### src/rtl/conv_sched_pkg.sv
// Shared types and default constants for the convolution job scheduler.
package conv_sched_pkg;

    localparam int unsigned DEF_ADDR_W     = 12;
    localparam int unsigned DEF_FIFO_DEPTH = 4;
    localparam int unsigned DEF_START_TO   = 8;
    localparam int unsigned DEF_RUN_TO_W   = 16;

    localparam int unsigned NUM_STATES = 5;
    localparam int unsigned JOB_W      = 3 * DEF_ADDR_W;

    // One-hot scheduler states
    typedef enum logic [NUM_STATES-1:0] {
        S_IDLE   = 5'b00001,
        S_LAUNCH = 5'b00010,
        S_WAIT   = 5'b00100,
        S_RUN    = 5'b01000,
        S_DONE   = 5'b10000
    } state_e;

    // Job payload at the default address width: {in_base, out_base, wgt_addr}
    typedef struct packed {
        logic [DEF_ADDR_W-1:0] in_base;
        logic [DEF_ADDR_W-1:0] out_base;
        logic [DEF_ADDR_W-1:0] wgt_addr;
    } job_t;

    // Packed job width for an arbitrary address width
    function automatic int unsigned job_w(input int unsigned addr_w);
        return 3 * addr_w;
    endfunction

endpackage

### src/rtl/job_fifo.sv
// Registered job queue: no fall-through, status flags are flops.
module job_fifo
    import conv_sched_pkg::*;
#(
    parameter int unsigned W     = JOB_W,
    parameter int unsigned DEPTH = DEF_FIFO_DEPTH
) (
    input  logic                      clk,
    input  logic                      reset_b,
    input  logic                      push,
    input  logic                      pop,
    input  logic [W-1:0]              din,
    output logic [W-1:0]              dout,
    output logic                      full,
    output logic                      empty,
    output logic                      not_full,
    output logic [$clog2(DEPTH):0]    count
);

    localparam int unsigned AW = $clog2(DEPTH);
    localparam int unsigned CW = AW + 1;

    logic [W-1:0]  mem_q [DEPTH];
    logic [W-1:0]  mem_d [DEPTH];
    logic [AW-1:0] wr_ptr_q, wr_ptr_d;
    logic [AW-1:0] rd_ptr_q, rd_ptr_d;
    logic [CW-1:0] count_q, count_d;
    logic          full_q, full_d;
    logic          empty_q, empty_d;
    logic          not_full_q, not_full_d;
    logic          push_ok;
    logic          pop_ok;

    // Pointer, count and flag update; a full queue refuses pushes even on a pop
    always_comb begin
        mem_d    = mem_q;
        wr_ptr_d = wr_ptr_q;
        rd_ptr_d = rd_ptr_q;
        push_ok  = push & ~full_q;
        pop_ok   = pop & ~empty_q;
        if (push_ok) begin
            mem_d[wr_ptr_q] = din;
            wr_ptr_d        = wr_ptr_q + AW'(1);
        end
        if (pop_ok) begin
            rd_ptr_d = rd_ptr_q + AW'(1);
        end
        count_d    = count_q + CW'(push_ok) - CW'(pop_ok);
        full_d     = (count_d == CW'(DEPTH));
        empty_d    = (count_d == '0);
        not_full_d = ~full_d;
    end

    // Control state
    always_ff @(posedge clk or negedge reset_b) begin
        if (!reset_b) begin
            wr_ptr_q   <= '0;
            rd_ptr_q   <= '0;
            count_q    <= '0;
            full_q     <= 1'b0;
            empty_q    <= 1'b1;
            not_full_q <= 1'b1;
        end else begin
            wr_ptr_q   <= wr_ptr_d;
            rd_ptr_q   <= rd_ptr_d;
            count_q    <= count_d;
            full_q     <= full_d;
            empty_q    <= empty_d;
            not_full_q <= not_full_d;
        end
    end

    // Payload storage needs no reset; validity is tracked by the count
    always_ff @(posedge clk) begin
        mem_q <= mem_d;
    end

    assign dout     = mem_q[rd_ptr_q];
    assign full     = full_q;
    assign empty    = empty_q;
    assign not_full = not_full_q;
    assign count    = count_q;

endmodule

### src/rtl/conv_job_scheduler.sv
// Queues convolution jobs and sequences the engine's run/busy handshake with timeouts.
module conv_job_scheduler
    import conv_sched_pkg::*;
#(
    parameter int unsigned ADDR_W     = DEF_ADDR_W,
    parameter int unsigned FIFO_DEPTH = DEF_FIFO_DEPTH,
    parameter int unsigned START_TO   = DEF_START_TO,
    parameter int unsigned RUN_TO_W   = DEF_RUN_TO_W
) (
    input  logic                          clk,
    input  logic                          reset_b,
    input  logic                          job_valid,
    output logic                          job_ready,
    input  logic [ADDR_W-1:0]             job_in_base,
    input  logic [ADDR_W-1:0]             job_out_base,
    input  logic [ADDR_W-1:0]             job_wgt_addr,
    output logic                          eng_run,
    input  logic                          eng_busy,
    output logic [ADDR_W-1:0]             eng_in_base,
    output logic [ADDR_W-1:0]             eng_out_base,
    output logic [ADDR_W-1:0]             eng_wgt_addr,
    output logic                          sched_busy,
    output logic                          done_pulse,
    output logic [7:0]                    jobs_done,
    output logic                          start_err,
    output logic                          run_err,
    input  logic                          err_clr,
    output logic [$clog2(FIFO_DEPTH):0]   fifo_count
);

    localparam int unsigned JW = job_w(ADDR_W);
    localparam int unsigned CW = $clog2(FIFO_DEPTH) + 1;
    localparam int unsigned TW = RUN_TO_W;

    state_e            state_q, state_d;
    logic [TW-1:0]     timer_q, timer_d;
    logic [ADDR_W-1:0] eng_in_q, eng_in_d;
    logic [ADDR_W-1:0] eng_out_q, eng_out_d;
    logic [ADDR_W-1:0] eng_wgt_q, eng_wgt_d;
    logic              eng_run_q, eng_run_d;
    logic              done_pulse_q, done_pulse_d;
    logic              sched_busy_q, sched_busy_d;
    logic              start_err_q, start_err_d;
    logic              run_err_q, run_err_d;
    logic [7:0]        jobs_done_q, jobs_done_d;

    logic              push;
    logic              pop;
    logic              set_start;
    logic              set_run;
    logic              retire_ok;
    logic [JW-1:0]     fifo_dout;
    logic              fifo_full;
    logic              fifo_empty;
    logic              fifo_not_full;
    logic [CW-1:0]     fifo_count_w;
    logic [CW-1:0]     fifo_count_d;

    assign push = job_valid & ~fifo_full;

    // Job queue
    job_fifo #(
        .W     (JW),
        .DEPTH (FIFO_DEPTH)
    ) u_job_fifo (
        .clk      (clk),
        .reset_b  (reset_b),
        .push     (push),
        .pop      (pop),
        .din      ({job_in_base, job_out_base, job_wgt_addr}),
        .dout     (fifo_dout),
        .full     (fifo_full),
        .empty    (fifo_empty),
        .not_full (fifo_not_full),
        .count    (fifo_count_w)
    );

    // Next-state, timer, error and output decode
    always_comb begin
        state_d   = state_q;
        timer_d   = timer_q;
        eng_in_d  = eng_in_q;
        eng_out_d = eng_out_q;
        eng_wgt_d = eng_wgt_q;
        pop       = 1'b0;
        set_start = 1'b0;
        set_run   = 1'b0;
        retire_ok = 1'b0;

        unique case (state_q)
            S_IDLE: begin
                if (!fifo_empty) begin
                    pop       = 1'b1;
                    eng_in_d  = fifo_dout[3*ADDR_W-1:2*ADDR_W];
                    eng_out_d = fifo_dout[2*ADDR_W-1:ADDR_W];
                    eng_wgt_d = fifo_dout[ADDR_W-1:0];
                    state_d   = S_LAUNCH;
                end
            end
            S_LAUNCH: begin
                // Busy seen here belongs to a previous job and is ignored
                timer_d = '0;
                state_d = S_WAIT;
            end
            S_WAIT: begin
                if (eng_busy) begin
                    timer_d = '0;
                    state_d = S_RUN;
                end else if (timer_q == TW'(START_TO - 1)) begin
                    set_start = 1'b1;
                    state_d   = S_DONE;
                end else begin
                    timer_d = timer_q + TW'(1);
                end
            end
            S_RUN: begin
                if (!eng_busy) begin
                    retire_ok = 1'b1;
                    state_d   = S_DONE;
                end else if (&timer_q) begin
                    // Engine is left running; the host must inspect run_err
                    set_run = 1'b1;
                    state_d = S_DONE;
                end else begin
                    timer_d = timer_q + TW'(1);
                end
            end
            S_DONE: begin
                state_d = S_IDLE;
            end
            default: begin
                state_d = S_IDLE;
            end
        endcase

        start_err_d  = err_clr ? 1'b0 : (start_err_q | set_start);
        run_err_d    = err_clr ? 1'b0 : (run_err_q | set_run);
        jobs_done_d  = jobs_done_q + 8'(retire_ok);
        eng_run_d    = (state_d == S_LAUNCH);
        done_pulse_d = (state_d == S_DONE);
        fifo_count_d = fifo_count_w + CW'(push) - CW'(pop);
        sched_busy_d = (fifo_count_d != '0) || (state_d != S_IDLE);
    end

    // State and output registers
    always_ff @(posedge clk or negedge reset_b) begin
        if (!reset_b) begin
            state_q      <= S_IDLE;
            timer_q      <= '0;
            eng_in_q     <= '0;
            eng_out_q    <= '0;
            eng_wgt_q    <= '0;
            eng_run_q    <= 1'b0;
            done_pulse_q <= 1'b0;
            sched_busy_q <= 1'b0;
            start_err_q  <= 1'b0;
            run_err_q    <= 1'b0;
            jobs_done_q  <= '0;
        end else begin
            state_q      <= state_d;
            timer_q      <= timer_d;
            eng_in_q     <= eng_in_d;
            eng_out_q    <= eng_out_d;
            eng_wgt_q    <= eng_wgt_d;
            eng_run_q    <= eng_run_d;
            done_pulse_q <= done_pulse_d;
            sched_busy_q <= sched_busy_d;
            start_err_q  <= start_err_d;
            run_err_q    <= run_err_d;
            jobs_done_q  <= jobs_done_d;
        end
    end

    assign job_ready    = fifo_not_full;
    assign fifo_count   = fifo_count_w;
    assign eng_run      = eng_run_q;
    assign eng_in_base  = eng_in_q;
    assign eng_out_base = eng_out_q;
    assign eng_wgt_addr = eng_wgt_q;
    assign sched_busy   = sched_busy_q;
    assign done_pulse   = done_pulse_q;
    assign jobs_done    = jobs_done_q;
    assign start_err    = start_err_q;
    assign run_err      = run_err_q;

endmodule

### config.mk
export PLATFORM = sky130hd
export DESIGN_NAME = conv_job_scheduler
export DESIGN_NICKNAME = d
export VERILOG_FILES = /design/src/rtl/conv_sched_pkg.sv /design/src/rtl/job_fifo.sv /design/src/rtl/conv_job_scheduler.sv
export SDC_FILE = /design/constraint.sdc
export NUM_CORES = 1
export LEC_CHECK = 0
export BUFFER_PORTS_ARGS = -buffer_cell sky130_fd_sc_hd__buf_4
export CAP_MARGIN = 15
export CORE_MARGIN = 4
export CORE_UTILIZATION = 40
export DETAILED_ROUTE_END_ITERATION = 8
export GPL_ROUTABILITY_DRIVEN = 0
export PLACE_DENSITY = 0.65
export SLEW_MARGIN = 25
export SYNTH_ARGS = -nofsm -noshare
export SYNTH_HDL_FRONTEND = slang
export SYNTH_HIERARCHICAL = 1
export SYNTH_SLANG_ARGS = --single-unit
### constraint.sdc
create_clock -name clk -period 8.3 [get_ports clk]
set_input_delay 1.66 -clock clk [delete_from_list [all_inputs] [get_ports clk]]
set_output_delay 1.66 -clock clk [all_outputs]
set_load 0.005 [all_outputs]
# Yosys cells after proc, flatten, opt, wreduce, memory -nomap -nowiden
# Cells that the tools add are included.
# totals
word_cells,91
input_bits,41
reg_bits,224
# op_classes
n_mux,29
n_eq_ne,12
bitwise,10
order_cmp,3
reduce_logical,8
add_sub_neg,8
# ops
op,n
$bwmux W144,1
$mux W36,3
$bmux W36 S2,1
$demux W36 S2,1
$mux W16,4
$pmux W16 S3,1
$mux W5,5
$pmux W5 S4,1
$add A16 B1 Y16 const B,1
$eq A16 B3 Y1 const B,1
$reduce_and A16 Y1,1
$mux W1,12
$eq A5 B2 Y1 const B,2
$add A8 B1 Y8,1
$add A3 B1 Y3,2
$ge A3 B3 Y1 const B,2
$not A2 Y3,2
$reduce_bool A3 Y1,2
$sub A3 B1 Y3,2
$eq A5 B1 Y1 const B,1
$eq A5 B3 Y1 const B,1
$eq A5 B4 Y1 const B,1
$eq A5 B5 Y1 const B,1
$ne A5 B1 Y1 const B,1
other kinds (13),20

# Longest topological paths before layout
# Gate-level depths: netlist of run 1.
# depth
ltp_word,7
mapped_depth,12

# Modules after synthesis
# The synthesis of run 1 kept the hierarchy.
# modules_own_cells
module,cells_per_inst,area_per_inst_um2,n_inst
job_fifo,226,5710.5,1
conv_job_scheduler,276,3363.2,1

# Worst setup path after synthesis of run 1
# Ideal clock, no wire load.
# synth_path
path_type,input port to flip-flop
start,input port job_valid
end,register u_job_fifo.full_q (netlist: u_job_fifo/full)
required_time_ps,8212
path_stages,11
path_buffers,0
setup_ps,88
t_arrival_ps,3537
slack_ps,4675
cell_sequence,nand2b_1 inv_1 nor2b_1 inv_1 ha_1 inv_1 ha_1 inv_1 fa_1 xor3_1 nor3b_1
# synth_via
elab_chain_len,5
# synth_rtl
element,line_no,rtl
start: declaration,conv_job_scheduler.sv:12,"input logic job_valid,"
$and A1 B1 Y1,conv_job_scheduler.sv:59,assign push = job_valid & ~fifo_full;
net push,conv_job_scheduler.sv:47,logic push;
$and A1 B1 Y1,job_fifo.sv:39,push_ok = push & ~full_q;
$add A3 B1 Y3,job_fifo.sv:48,count_d = count_q + CW'(push_ok) - CW'(pop_ok);
$sub A3 B1 Y3,job_fifo.sv:48,
net u_job_fifo.count_d[2],job_fifo.sv:27,"logic [CW-1:0] count_q, count_d;"
$eq A3 B3 Y1,job_fifo.sv:49,full_d = (count_d == CW'(DEPTH));
net u_job_fifo.full_d,job_fifo.sv:28,"logic full_q, full_d;"
end signal: assignment,job_fifo.sv:67,full_q <= full_d;
end: declaration,job_fifo.sv:28,
# The timed path passes the listed nets, and every way through them passes these cells.
# A chain may end at the register's enable or synchronous reset.

# Final worst setup path of run 1
# Same ends and word-level chain as after synthesis.

==> reports/results.tsv, run 1 <==
stage	metric	value	unit
status	status	complete, no violations	
worst_setup_path	largest fanout of any net on the critical path	7	
timing	max-slew violations	0	
routing	drc violations	0	
clocking	count of clock tree sinks	224	
synthesis	main combinational cell family by area after synthesis	multiplexers	
cells_and_area	layout cells sized above 1	37.2	%
synthesis	sequential share of the synthesized area	69.8	%
synthesis	adder and majority cell fraction of the synthesized area	1.96	%
timing	endpoints failing setup	0	
placed_design	worst slack, placed	4320	ps
die	Die ar.	25200	um2
worst_setup_path	required time at the endpoint of the critical path	8730	ps
worst_setup_path	CP Class	primary input to register	
clocking	Clk pin slew, worst setup/hold paths	60	ps
timing	sum of negative setup slack	0	ps
cells_and_area	growth of design area from synthesis to finish	18.9	%
die	number of top-level design ports	94	
power_and_ir_drop	Max rail drop VDD	0.168	mV
power_and_ir_drop	Seq pwr share	42.6	%
worst_setup_path	slowest stage cell on the critical path	sky130_fd_sc_hd__xor3_1	
hold_path	class of the most critical hold timing path	register to register	
cells_and_area	register area	6330	um2
power_and_ir_drop	total power per unit cell area	354	nW/um2
routing	detailed-route vias per instance	5.20	
routing	aggregate routed wire length	17300	um
synthesis	Compound-Gate Fraction of Synth Area	2.41	%
routing	antenna-violating nets left	0	
clocking	TritonCTS clock tree	built	
worst_setup_path	worst path cell trace	buf_4 -> nand2b_1 -> inv_1 -> nor2b_1 -> inv_1 -> ha_1 -> inv_1 -> ha_1 -> inv_1 -> fa_1 -> xor3_1 -> nor3b_1	
cells_and_area	multi-input combinational cell area	2520	um2
clocking	clock buffer count from CTS	25	
cells_and_area	number of standard cells in the final layout excluding fillers	905	
synthesis	share of synthesized cell area in and, or, nand and nor gates	6.67	%
synthesis	mux cell area share after synthesis	15.2	%
routing	detailed router's first-iteration violation count	308	
synthesis	xor-xnor portion of the synthesized cell area	1.42	%
timing	Final Critical Period	3500	ps
power_and_ir_drop	P_sw	1.10	mW
die	x dimension of the die	159	um
global_route	wire length of the first global-routing pass	27700	um
placed_design	placed cell count	857	
placed_design	PortBufs	93	
synthesis	FF+latch count, synth	224	
synthesis	count of flip-flops with a built-in enable after synthesis	144	
timing	Slew @ Worst Pin	1030	ps
synthesis	most instantiated flip-flop cell in the synthesis netlist	sky130_fd_sc_hd__edfxtp_1	
synthesis	yosys warns	6	
routing	average wire per standard cell	19.1	um
clocking	CTS-repair resized insts	0	
global_route	maximum number of pins on one net before global-route repair	43	
synthesis	async set-or-reset flop fraction in the synthesized netlist	35.7	%
global_route	via count of the first global-routing pass	5063	
placed_design	half-perimeter wire length after detailed placement	10500	um
flow_run	max-cap violations	0	
power_and_ir_drop	portion of total power attributed to combinational logic	30.0	%
clocking	maximum level of the CTS H-tree	1	
die	Starting Density	41.1	%
clocking	post-CTS repair timing setup buffer count	0	
power_and_ir_drop	share of total power in the clock network	27.3	%
die	row cnt	54	
global_route	global-route usage over all layers	14.1	%
die	core area	22100	um2
worst_setup_path	Worst Setup Start Kind	primary input	
cells_and_area	final layout net count	659	
power_and_ir_drop	net switching fraction of the power	28.9	%
timing	worst setup margin	4800	ps
clocking	cell at the root of the clock tree	sky130_fd_sc_hd__clkbuf_16	
power_and_ir_drop	internal power summed over all cells	2.71	mW
die	die height	159	um
routing	total vias in the final route	4704	
routing	number of detailed-routing iterations run before antenna repair	4	
worst_setup_path	worst endpoint data arrival time	3920	ps
power_and_ir_drop	leakage power summed over all cells	4.09	nW
synthesis	per-instance average area after synthesis	18.1	um2
timing	unrepaired setup endpoints after global routing	false	
worst_setup_path	longest individual stage delay on the worst path	450	ps
synthesis	Synth Net Count	556	
synthesis	gate count of the mapped netlist	502	
timing	worst slew margin relative to its limit	31.7	%
synthesis	netlist area before placement	9070	um2
clocking	maximum clock path buffer count	3	
timing	clk_skew	9.47	ps
worst_setup_path	most used cell, CP	sky130_fd_sc_hd__inv_1	
cells_and_area	Filler cells	1825	
timing	part of the cycle the worst path needs	42.1	%
cells_and_area	final core occ	48.8	%
clocking	worst skew pair latency	520	ps
worst_setup_path	kind of end point of the critical path	register	
timing	Hold Violations, Final	0	
global_route	number of antenna violations at the first check in global routing	0	
global_route	GRT Residual Overflow	0	
clocking	hold bufs inserted after CTS	0	
timing	max frequency	0.286	GHz
synthesis	distinct cell type count of the synthesized netlist	51	
## cell usage in the layout, fill, tap and decap left out, types with 2 or more instances in the layout
cell type / instances
sky130_fd_sc_hd__nand2b_1: 16
sky130_fd_sc_hd__nand3_1: 10
sky130_fd_sc_hd__a21oi_2: 7
sky130_fd_sc_hd__mux2i_1: 15
sky130_fd_sc_hd__nand4_1: 5
sky130_fd_sc_hd__and4_1: 2
sky130_fd_sc_hd__clkbuf_1: 7
sky130_fd_sc_hd__dfrtp_2: 2
sky130_fd_sc_hd__o22ai_1: 2
sky130_fd_sc_hd__dfrtp_1: 75
sky130_fd_sc_hd__nand3b_1: 4
sky130_fd_sc_hd__clkbuf_8: 3
sky130_fd_sc_hd__clkbuf_16: 25
sky130_fd_sc_hd__nor2_1: 9
sky130_fd_sc_hd__nor2b_1: 3
sky130_fd_sc_hd__xor2_1: 4
sky130_fd_sc_hd__inv_1: 13
sky130_fd_sc_hd__edfxtp_1: 144
sky130_fd_sc_hd__nor4_1: 5
sky130_fd_sc_hd__and2_4: 3
sky130_fd_sc_hd__mux2_2: 37
sky130_fd_sc_hd__clkinv_1: 2
sky130_fd_sc_hd__ha_1: 11
sky130_fd_sc_hd__nor3_1: 4
sky130_fd_sc_hd__nor4_2: 2
sky130_fd_sc_hd__xnor2_1: 8
sky130_fd_sc_hd__clkinvlp_4: 2
sky130_fd_sc_hd__o21ai_0: 2
sky130_fd_sc_hd__fa_1: 2
sky130_fd_sc_hd__and2_1: 2
sky130_fd_sc_hd__and3_1: 4
sky130_fd_sc_hd__mux4_2: 36
sky130_fd_sc_hd__dfstp_2: 3
sky130_fd_sc_hd__buf_4: 96
sky130_fd_sc_hd__nand2_1: 26
sky130_fd_sc_hd__a21oi_1: 4
sky130_fd_sc_hd__a211oi_1: 3
sky130_fd_sc_hd__clkinv_2: 5
## critical path: cells and delay by family
kind | cells | cell delay (ps)
XOR/XNOR | 1 | 450
buffers and inverters | 5 | 350
AND/OR/NAND/NOR | 3 | 710
adder cells (fa/ha/maj) | 3 | 760
## through the flow
| step | hold WS, ps | cell area (um2) | power (mW) |
|---|---|---|---|
| 2_1_floorplan | 468 | 9070 | 2.43 |
| 3_3_place_gp | 465 | 9970 | 2.77 |
| 3_5_place_dp | 468 | 9970 | 2.81 |
| 4_1_cts | 476 | 10800 | 3.87 |
| 5_1_grt | 499 | 10800 | 4.04 |
| 6_report | 474 | 10800 | 3.82 |
## power groups by stage
| stage | Sequential [mW] | Combinational [mW] | Clock (mW) |
|---|---|---|---|
| floorplan | 1.60 | 0.826 | 0 |
| global placement | 1.66 | 1.11 | 0 |
| detailed placement | 1.68 | 1.14 | 0 |
| CTS | 1.66 | 1.14 | 1.07 |
| global route | 1.66 | 1.26 | 1.12 |
| finish | 1.63 | 1.15 | 1.04 |
## final cells by class
cell class	count	share of cell area, %
Timing Repair Buffer	97	6.87
Inverter	13	0.452
Multi-Input combinational cell	244	23.4
Sequential cell	224	58.7
Clock buffer	35	6.42
Antenna cell	1	0.0232
Clock inverter	11	0.905
Tap cell	280	3.25
## registers in the layout (all words and copies together) (netlist names), 3 cells and up
signal            flops
u_job_fifo/mem_q    144
timer_q              16
eng_in_base          12
eng_out_base         12
eng_wgt_addr         12
jobs_done             8
state_q               5
u_job_fifo/count      3
## logic make-up (layout without fill, tap and decap cells)
family,count (synthesis),count (layout)
flip-flops,224,224
AND/OR/NAND/NOR,104,104
multiplexers,88,88
buffers and inverters,34,156
AO/OA/AOI/OAI,26,26
adder cells (fa/ha/maj),13,13
XOR/XNOR,13,13
other,0,1
## synth_stat cells, types with 2 or more instances
| master | count | area share (%) |
|---|---|---|
| sky130_fd_sc_hd__fa_1 | 2 | 0.44 |
| sky130_fd_sc_hd__xor2_1 | 4 | 0.39 |
| sky130_fd_sc_hd__nor2_1 | 9 | 0.37 |
| sky130_fd_sc_hd__a21oi_2 | 7 | 0.68 |
| sky130_fd_sc_hd__nand4_1 | 5 | 0.34 |
| sky130_fd_sc_hd__o22ai_1 | 2 | 0.14 |
| sky130_fd_sc_hd__edfxtp_1 | 144 | 48 |
| sky130_fd_sc_hd__mux2_2 | 37 | 4.6 |
| sky130_fd_sc_hd__ha_1 | 11 | 1.5 |
| sky130_fd_sc_hd__nor4_1 | 6 | 0.41 |
| sky130_fd_sc_hd__nand3b_1 | 4 | 0.33 |
| sky130_fd_sc_hd__nor2b_1 | 3 | 0.21 |
| sky130_fd_sc_hd__inv_1 | 13 | 0.54 |
| sky130_fd_sc_hd__nor3_1 | 4 | 0.22 |
| sky130_fd_sc_hd__mux2i_1 | 15 | 1.7 |
| sky130_fd_sc_hd__nand3_1 | 10 | 0.55 |
| sky130_fd_sc_hd__mux4_2 | 36 | 8.9 |
| sky130_fd_sc_hd__buf_8 | 2 | 0.33 |
| sky130_fd_sc_hd__buf_4 | 5 | 0.41 |
| sky130_fd_sc_hd__nand2_1 | 26 | 1.1 |
| sky130_fd_sc_hd__buf_2 | 9 | 0.50 |
| sky130_fd_sc_hd__a21oi_1 | 4 | 0.22 |
| sky130_fd_sc_hd__buf_6 | 3 | 0.37 |
| sky130_fd_sc_hd__and2_1 | 6 | 0.41 |
| sky130_fd_sc_hd__and4_1 | 2 | 0.19 |
| sky130_fd_sc_hd__dfrtp_1 | 77 | 21 |
| sky130_fd_sc_hd__xnor2_1 | 8 | 0.77 |
| sky130_fd_sc_hd__a211oi_1 | 3 | 0.25 |
| sky130_fd_sc_hd__nand2b_1 | 16 | 1.1 |
| sky130_fd_sc_hd__dfstp_2 | 3 | 0.87 |
| sky130_fd_sc_hd__o21ai_0 | 2 | 0.11 |
| sky130_fd_sc_hd__and3_1 | 4 | 0.28 |
| sky130_fd_sc_hd__buf_12 | 2 | 0.44 |
## worst paths after layout
| path | cells past startpoint | slack [ps] | from | to |
|---|---|---|---|---|
| worst max register to register | 11 | 4950 | state_q[0]$_DFF_PN1_ | u_job_fifo/full$_DFF_PN0_ |
| worst max-delay path | 12 | 4800 | job_valid | u_job_fifo/full$_DFF_PN0_ |
| worst min-delay path | 1 | 470 | jobs_done[7]$_DFF_PN0_ | jobs_done[7]$_DFF_PN0_ |
| min in group asynchronous | 1 | 1120 | reset_b | jobs_done[7]$_DFF_PN0_ |
| max in group asynchronous | 2 | 6200 | reset_b | eng_in_base[2]$_DFFE_PN0P_ |
| worst min register to register | 1 | 470 | jobs_done[7]$_DFF_PN0_ | jobs_done[7]$_DFF_PN0_ |
## per-layer routing
layer  part of all wire, %  up-vias  GRT usage [%]
met3                   5.8       23           3.32
met4                   1.6        0           3.37
li1                      -     2135              -
met5                     0        -              0
met2                    49      125           23.5
met1                    44     2421           18.7
(Power assumes the default switching activity.)
==> run 2, diff against run 1 <==
- clock period: 8.3 -> 3.23 ns (I/O delays scaled with it)
==> reports/results.tsv, run 2 (synthesis results as in run 1) <==
stage	metric	value	unit	change
status	status	complete, no violations		
cells_and_area	final core occ	49.1	%	+0.25 points
worst_setup_path	largest fanout of any net on the critical path	39		+32
clocking	cell at the root of the clock tree	sky130_fd_sc_hd__clkbuf_16		
clocking	maximum level of the CTS H-tree	1		unchanged
timing	max-slew violations	0		unchanged
flow_run	max-cap violations	0		unchanged
die	Starting Density	41.1	%	unchanged
timing	unrepaired setup endpoints after global routing	false		
clocking	TritonCTS clock tree	built		
worst_setup_path	r2r endpoint	sched_busy$_DFF_PN0_		
timing	max frequency	0.353	GHz	
global_route	GRT Residual Overflow	0		unchanged
die	x dimension of the die	159	um	unchanged
clocking	clock buffer count from CTS	23		-8.0%
worst_setup_path	CP Class	register to register		
global_route	via count of the first global-routing pass	5075		+0.24%
die	row cnt	54		unchanged
clocking	Clk pin slew, worst setup/hold paths	60	ps	about the same
power_and_ir_drop	Max rail drop VDD	0.516	mV	+210%
worst_setup_path	Reg-to-Reg Start	state_q[1]$_DFF_PN0_		
global_route	number of antenna violations at the first check in global routing	0		unchanged
cells_and_area	leading cell type in the layout, fill and taps excluded	sky130_fd_sc_hd__edfxtp_1		
cells_and_area	diodes inserted	0		-1
hold_path	class of the most critical hold timing path	primary input to async pin		
routing	average wire per standard cell	18.9	um	-1.2%
worst_setup_path	minimum setup slack among reg-to-reg paths	400	ps	-4550 ps
timing	endpoints failing setup	0		unchanged
cells_and_area	Filler cells	1858		+1.8%
clocking	count of clock tree sinks	224		unchanged
worst_setup_path	required time at the endpoint of the critical path	3600	ps	-5130 ps
power_and_ir_drop	total power per unit cell area	905	nW/um2	+160%
global_route	global-route usage over all layers	14.1	%	+0.072 points
cells_and_area	largest registers in the final layout	u_job_fifo/mem_q: 144 flops, timer_q: 16 flops		
die	Die ar.	25200	um2	unchanged
routing	number of detailed-routing iterations run before antenna repair	5		+1
timing	clk_skew	20.3	ps	+10.8 ps
timing	worst slew margin relative to its limit	36.0	%	+4.3 points
clocking	CTS-repair resized insts	0		unchanged
worst_setup_path	kind of end point of the critical path	register		
cells_and_area	register with the highest flop count	u_job_fifo/mem_q		
timing	Slew @ Worst Pin	960	ps	-64.9 ps
worst_setup_path	worst endpoint data arrival time	3200	ps	-720 ps
cells_and_area	multi-input combinational cell area	2520	um2	-0.15%
timing	Final Critical Period	2830	ps	
routing	detailed router's first-iteration violation count	158		-49%
cells_and_area	layout cells sized above 1	37.4	%	+0.24 points
timing	Hold Violations, Final	0		unchanged
clocking	maximum clock path buffer count	3		unchanged
worst_setup_path	Worst Setup Start Kind	register		
global_route	wire length of the first global-routing pass	27700	um	about the same
cells_and_area	final layout net count	665		+0.91%
timing	sum of negative setup slack	0	ps	unchanged
cells_and_area	number of flip-flops in the largest register	144		unchanged
placed_design	half-perimeter wire length after detailed placement	11100	um	+5.6%
routing	total vias in the final route	4664		-0.85%
clocking	hold bufs inserted after CTS	0		unchanged
worst_setup_path	count of cells along the worst register-to-register path	10		-1
routing	aggregate routed wire length	17200	um	-0.83%
die	core area	22100	um2	unchanged
placed_design	PortBufs	93		unchanged
cells_and_area	register area	6330	um2	unchanged
die	die height	159	um	unchanged
routing	drc violations	0		unchanged
clocking	post-CTS repair timing setup buffer count	0		unchanged
clocking	worst skew pair latency	510	ps	about the same
timing	part of the cycle the worst path needs	87.6	%	
routing	antenna-violating nets left	0		unchanged
global_route	maximum number of pins on one net before global-route repair	45		+4.7%
power_and_ir_drop	leakage power summed over all cells	4.12	nW	+0.68%
routing	detailed-route vias per instance	5.14		-1.2%
cells_and_area	most frequent cells in the layout	sky130_fd_sc_hd__edfxtp_1, sky130_fd_sc_hd__buf_4, sky130_fd_sc_hd__dfrtp_1, sky130_fd_sc_hd__mux2_2, sky130_fd_sc_hd__mux4_2		
die	number of top-level design ports	94		unchanged
cells_and_area	growth of design area from synthesis to finish	19.5	%	
[run 2: changes by cell type in the layout (fill, tap and decap cells not counted), sizes merged]
| cell | before | now |
|---|---|---|
| buf | 97 | 105 |
| clkinv | 7 | 1 |
| bufinv | 1 | 3 |
| diode | 1 | 0 |
[run 2: area by class of cell]
| type | count | area share, % |
|---|---|---|
| Timing Repair Buffer | 105 | 7.50 |
| Clock buffer | 35 | 6.10 |
| Clock inverter | 7 | 1.08 |
| Inverter | 13 | 0.450 |
| Sequential cell | 224 | 58.4 |
| Multi-Input combinational cell | 244 | 23.2 |
| Tap cell | 280 | 3.23 |
[run 2: power breakdown]
group          internal [mW]  switching, mW
combinational           1.61           1.23
clock                   1.66           1.03
sequential              3.80          0.489
[run 2: through the flow]
stage          instances  cell area (um2)  total power, mW  setup WS [ps]  hold slack, ps
5_1_grt              908            10800             10.4           79.7             220
3_3_place_gp         866            10100             7.18            420             465
4_1_cts              908            10800             10.0            343             188
2_1_floorplan        502             9070             6.24            428             350
6_report             908            10800             9.81            399             179
3_5_place_dp         866            10100             7.28            343             465
[run 2: per-layer routing]
metal	routed length (um)	GRT usage, %	part of all wire (%)
met5	0	0	0
met1	7120	18.2	41
met4	298	3.01	1.7
met2	8610	24.2	50
met3	1140	3.75	6.6
[run 2: worst max-delay path by stage]
stage | endpoint | depth (start not counted) | start
final | sched_busy$_DFF_PN0_ | 10 | state_q[1]$_DFF_PN0_
after global routing | sched_busy$_DFF_PN0_ | 10 | state_q[1]$_DFF_PN0_
after CTS | sched_busy$_DFF_PN0_ | 10 | state_q[1]$_DFF_PN0_
after detailed placement | sched_busy$_DFF_PN0_ | 10 | state_q[1]$_DFF_PN0_
after global placement | sched_busy$_DFF_PN0_ | 9 | state_q[0]$_DFF_PN1_
after floorplan | u_job_fifo/full$_DFF_PN0_ | 11 | state_q[0]$_DFF_PN1_
[run 2: worst max-delay path: stages, from the launching register on]
cell and delay [ps]:
sky130_fd_sc_hd__dfrtp_1 460, sky130_fd_sc_hd__nor2_1 140, sky130_fd_sc_hd__nand2_1 110, sky130_fd_sc_hd__nor4_2 190
sky130_fd_sc_hd__buf_4 560, sky130_fd_sc_hd__ha_1 350, sky130_fd_sc_hd__inv_1 50, sky130_fd_sc_hd__ha_1 150
sky130_fd_sc_hd__fa_1 400, sky130_fd_sc_hd__nor3_1 200, sky130_fd_sc_hd__nand3_1 90
==> run 3, diff against run 2 <==
- CORE_ASPECT_RATIO: not set -> 1.2
==> reports/results.tsv, run 3 (synthesis results as in run 1) <==
stage	metric	value	unit	change
status	status	complete, no violations		
worst_setup_path	r2r endpoint	sched_busy$_DFF_PN0_		
power_and_ir_drop	total power per unit cell area	905	nW/um2	about the same
die	core area	22400	um2	+1.3%
routing	total vias in the final route	4677		+0.28%
worst_setup_path	Critical path origin	state_q[1]$_DFF_PN0_		
timing	endpoints failing setup	0		unchanged
timing	Slew @ Worst Pin	1020	ps	+58.8 ps
cells_and_area	multi-input combinational cell area	2520	um2	unchanged
global_route	number of antenna violations at the first check in global routing	0		unchanged
clocking	cell at the root of the clock tree	sky130_fd_sc_hd__clkbuf_16		
routing	aggregate routed wire length	17300	um	+0.63%
worst_setup_path	minimum setup slack among reg-to-reg paths	390	ps	about the same
die	Die ar.	25200	um2	about the same
cells_and_area	register area	6330	um2	unchanged
worst_setup_path	count of cells along the worst register-to-register path	10		unchanged
cells_and_area	number of standard cells in the final layout excluding fillers	903		-0.55%
routing	detailed router's first-iteration violation count	341		+120%
die	x dimension of the die	145	um	-8.3%
worst_setup_path	required time at the endpoint of the critical path	3610	ps	about the same
worst_setup_path	Reg-to-Reg Start	state_q[1]$_DFF_PN0_		
power_and_ir_drop	total power	9.81	mW	about the same
global_route	wire length of the first global-routing pass	28800	um	+3.7%
global_route	global-route usage over all layers	14.1	%	-0.051 points
hold_path	class of the most critical hold timing path	primary input to async pin		
cells_and_area	register with the highest flop count	u_job_fifo/mem_q		
cells_and_area	growth of design area from synthesis to finish	19.5	%	about the same
worst_setup_path	CP Class	register to register		
power_and_ir_drop	Max rail drop VDD	0.564	mV	+9.3%
routing	average wire per standard cell	19.1	um	+1.2%
routing	drc violations	0		unchanged
cells_and_area	layout cells sized above 1	36.9	%	-0.56 points
die	Starting Density	40.6	%	-0.51 points
timing	Hold Violations, Final	0		unchanged
worst_setup_path	Worst Setup Start Kind	register		
routing	antenna-violating nets left	0		unchanged
routing	number of detailed-routing iterations run before antenna repair	4		-1
clocking	clock buffer count from CTS	23		unchanged
timing	unrepaired setup endpoints after global routing	false		
clocking	CTS-repair resized insts	0		unchanged
timing	worst setup margin	391	ps	-8.09 ps
global_route	maximum number of pins on one net before global-route repair	63		+40%
clocking	worst skew pair latency	510	ps	about the same
timing	max frequency	0.352	GHz	-0.29%
global_route	via count of the first global-routing pass	5215		+2.8%
placed_design	half-perimeter wire length after detailed placement	10900	um	-1.6%
clocking	maximum clock path buffer count	3		unchanged
cells_and_area	largest registers in the final layout	u_job_fifo/mem_q: 144 flops, timer_q: 16 flops		
cells_and_area	leading cell type in the layout, fill and taps excluded	sky130_fd_sc_hd__edfxtp_1		
clocking	post-CTS repair timing setup buffer count	0		unchanged
worst_setup_path	kind of end point of the critical path	register		
worst_setup_path	largest fanout of any net on the critical path	39		unchanged
clocking	hold bufs inserted after CTS	0		unchanged
routing	detailed-route vias per instance	5.18		+0.83%
clocking	count of clock tree sinks	224		unchanged
cells_and_area	number of flip-flops in the largest register	144		unchanged
die	row cnt	60		+11%
timing	sum of negative setup slack	0	ps	unchanged
power_and_ir_drop	leakage power summed over all cells	4.10	nW	-0.34%
die	number of top-level design ports	94		unchanged
worst_setup_path	worst endpoint data arrival time	3220	ps	+20 ps
cells_and_area	most frequent cells in the layout	sky130_fd_sc_hd__edfxtp_1, sky130_fd_sc_hd__buf_4, sky130_fd_sc_hd__dfrtp_1, sky130_fd_sc_hd__mux2_2, sky130_fd_sc_hd__mux4_2		
timing	worst hold margin	242	ps	+62.7 ps
cells_and_area	Filler cells	1900		+2.3%
placed_design	PortBufs	93		unchanged
die	die height	173	um	+9.1%
timing	worst slew margin relative to its limit	32.1	%	-3.9 points
cells_and_area	diodes inserted	0		unchanged
timing	part of the cycle the worst path needs	87.9	%	+0.25 points
clocking	Clk pin slew, worst setup/hold paths	70	ps	about the same
worst_setup_path	end point of the critical path	sched_busy$_DFF_PN0_		
flow_run	max-cap violations	0		unchanged
clocking	TritonCTS clock tree	built		
cells_and_area	final layout net count	661		-0.60%
placed_design	worst slack, placed	349	ps	+6.06 ps
timing	Final Critical Period	2840	ps	+8.09 ps
global_route	GRT Residual Overflow	0		unchanged
timing	max-slew violations	0		unchanged
placed_design	placed cell count	861		-0.58%
clocking	maximum level of the CTS H-tree	1		unchanged
timing	clk_skew	19.0	ps	-1.35 ps
run 3: cell types whose count changed in the layout (fill, tap and decap cells not counted), sizes merged:
cell	delta
buf	-4
clkbuf	-1
clkinv	+2
clkinvlp	-1
run 3: where the power goes:
part | total (mW) | internal (mW) | leakage, nW | switching (mW)
Clock | 2.64 | 1.61 | 0.363 | 1.03
Combinational | 2.86 | 1.62 | 1.43 | 1.23
Sequential | 4.32 | 3.80 | 2.31 | 0.513
Total | 9.81 | 7.03 | 4.10 | 2.78
run 3: how the worst min path moves through the flow:
stage	slack, ps	to	cells after the start	start
floorplan	350	done_pulse$_DFF_PN0_	0	reset_b
global placement	470	jobs_done[7]$_DFF_PN0_	1	jobs_done[7]$_DFF_PN0_
detailed placement	490	jobs_done[7]$_DFF_PN0_	1	jobs_done[7]$_DFF_PN0_
CTS	270	jobs_done[6]$_DFF_PN0_	1	reset_b
global route	290	run_err$_DFF_PN0_	2	err_clr
finish	240	jobs_done[6]$_DFF_PN0_	1	reset_b
run 3: worst max-delay path, stage by stage (launching register included):
cell	delay, ps
sky130_fd_sc_hd__dfrtp_1	450
sky130_fd_sc_hd__nor2_1	140
sky130_fd_sc_hd__nand2_1	120
sky130_fd_sc_hd__nor4_2	180
sky130_fd_sc_hd__buf_4	560
sky130_fd_sc_hd__ha_1	350
sky130_fd_sc_hd__inv_1	60
sky130_fd_sc_hd__ha_1	150
sky130_fd_sc_hd__fa_1	410
sky130_fd_sc_hd__nor3_1	190
sky130_fd_sc_hd__nand3_1	100
run 3: metrics by stage:
| stage | area, um2 | util, % |
|---|---|---|
| floorplan | 9070 | - |
| global placement | 10100 | 45.1 |
| detailed placement | 10100 | 45.1 |
| CTS | 10800 | 48.5 |
| global route | 10800 | 48.5 |
| finish | 10800 | 48.5 |
run 3: final cells by class:
| cell class | count | area share (%) |
|---|---|---|
| sequential | 224 | 58.4 |
| clock buffer | 34 | 5.88 |
| multi-input combinational | 244 | 23.2 |
| inverter | 13 | 0.450 |
| timing repair buffer | 101 | 7.69 |
| clock inverter | 8 | 1.10 |
| tap | 279 | 3.22 |
run 3: routing by layer:
metal  global-route usage [%]  part of all wire [%]  wire length (um)
met5                        0                     0                 0
met3                     3.70                   6.1              1050
met1                     17.6                    42              7230
met4                     3.29                   1.4               242
met2                     24.6                    51              8750
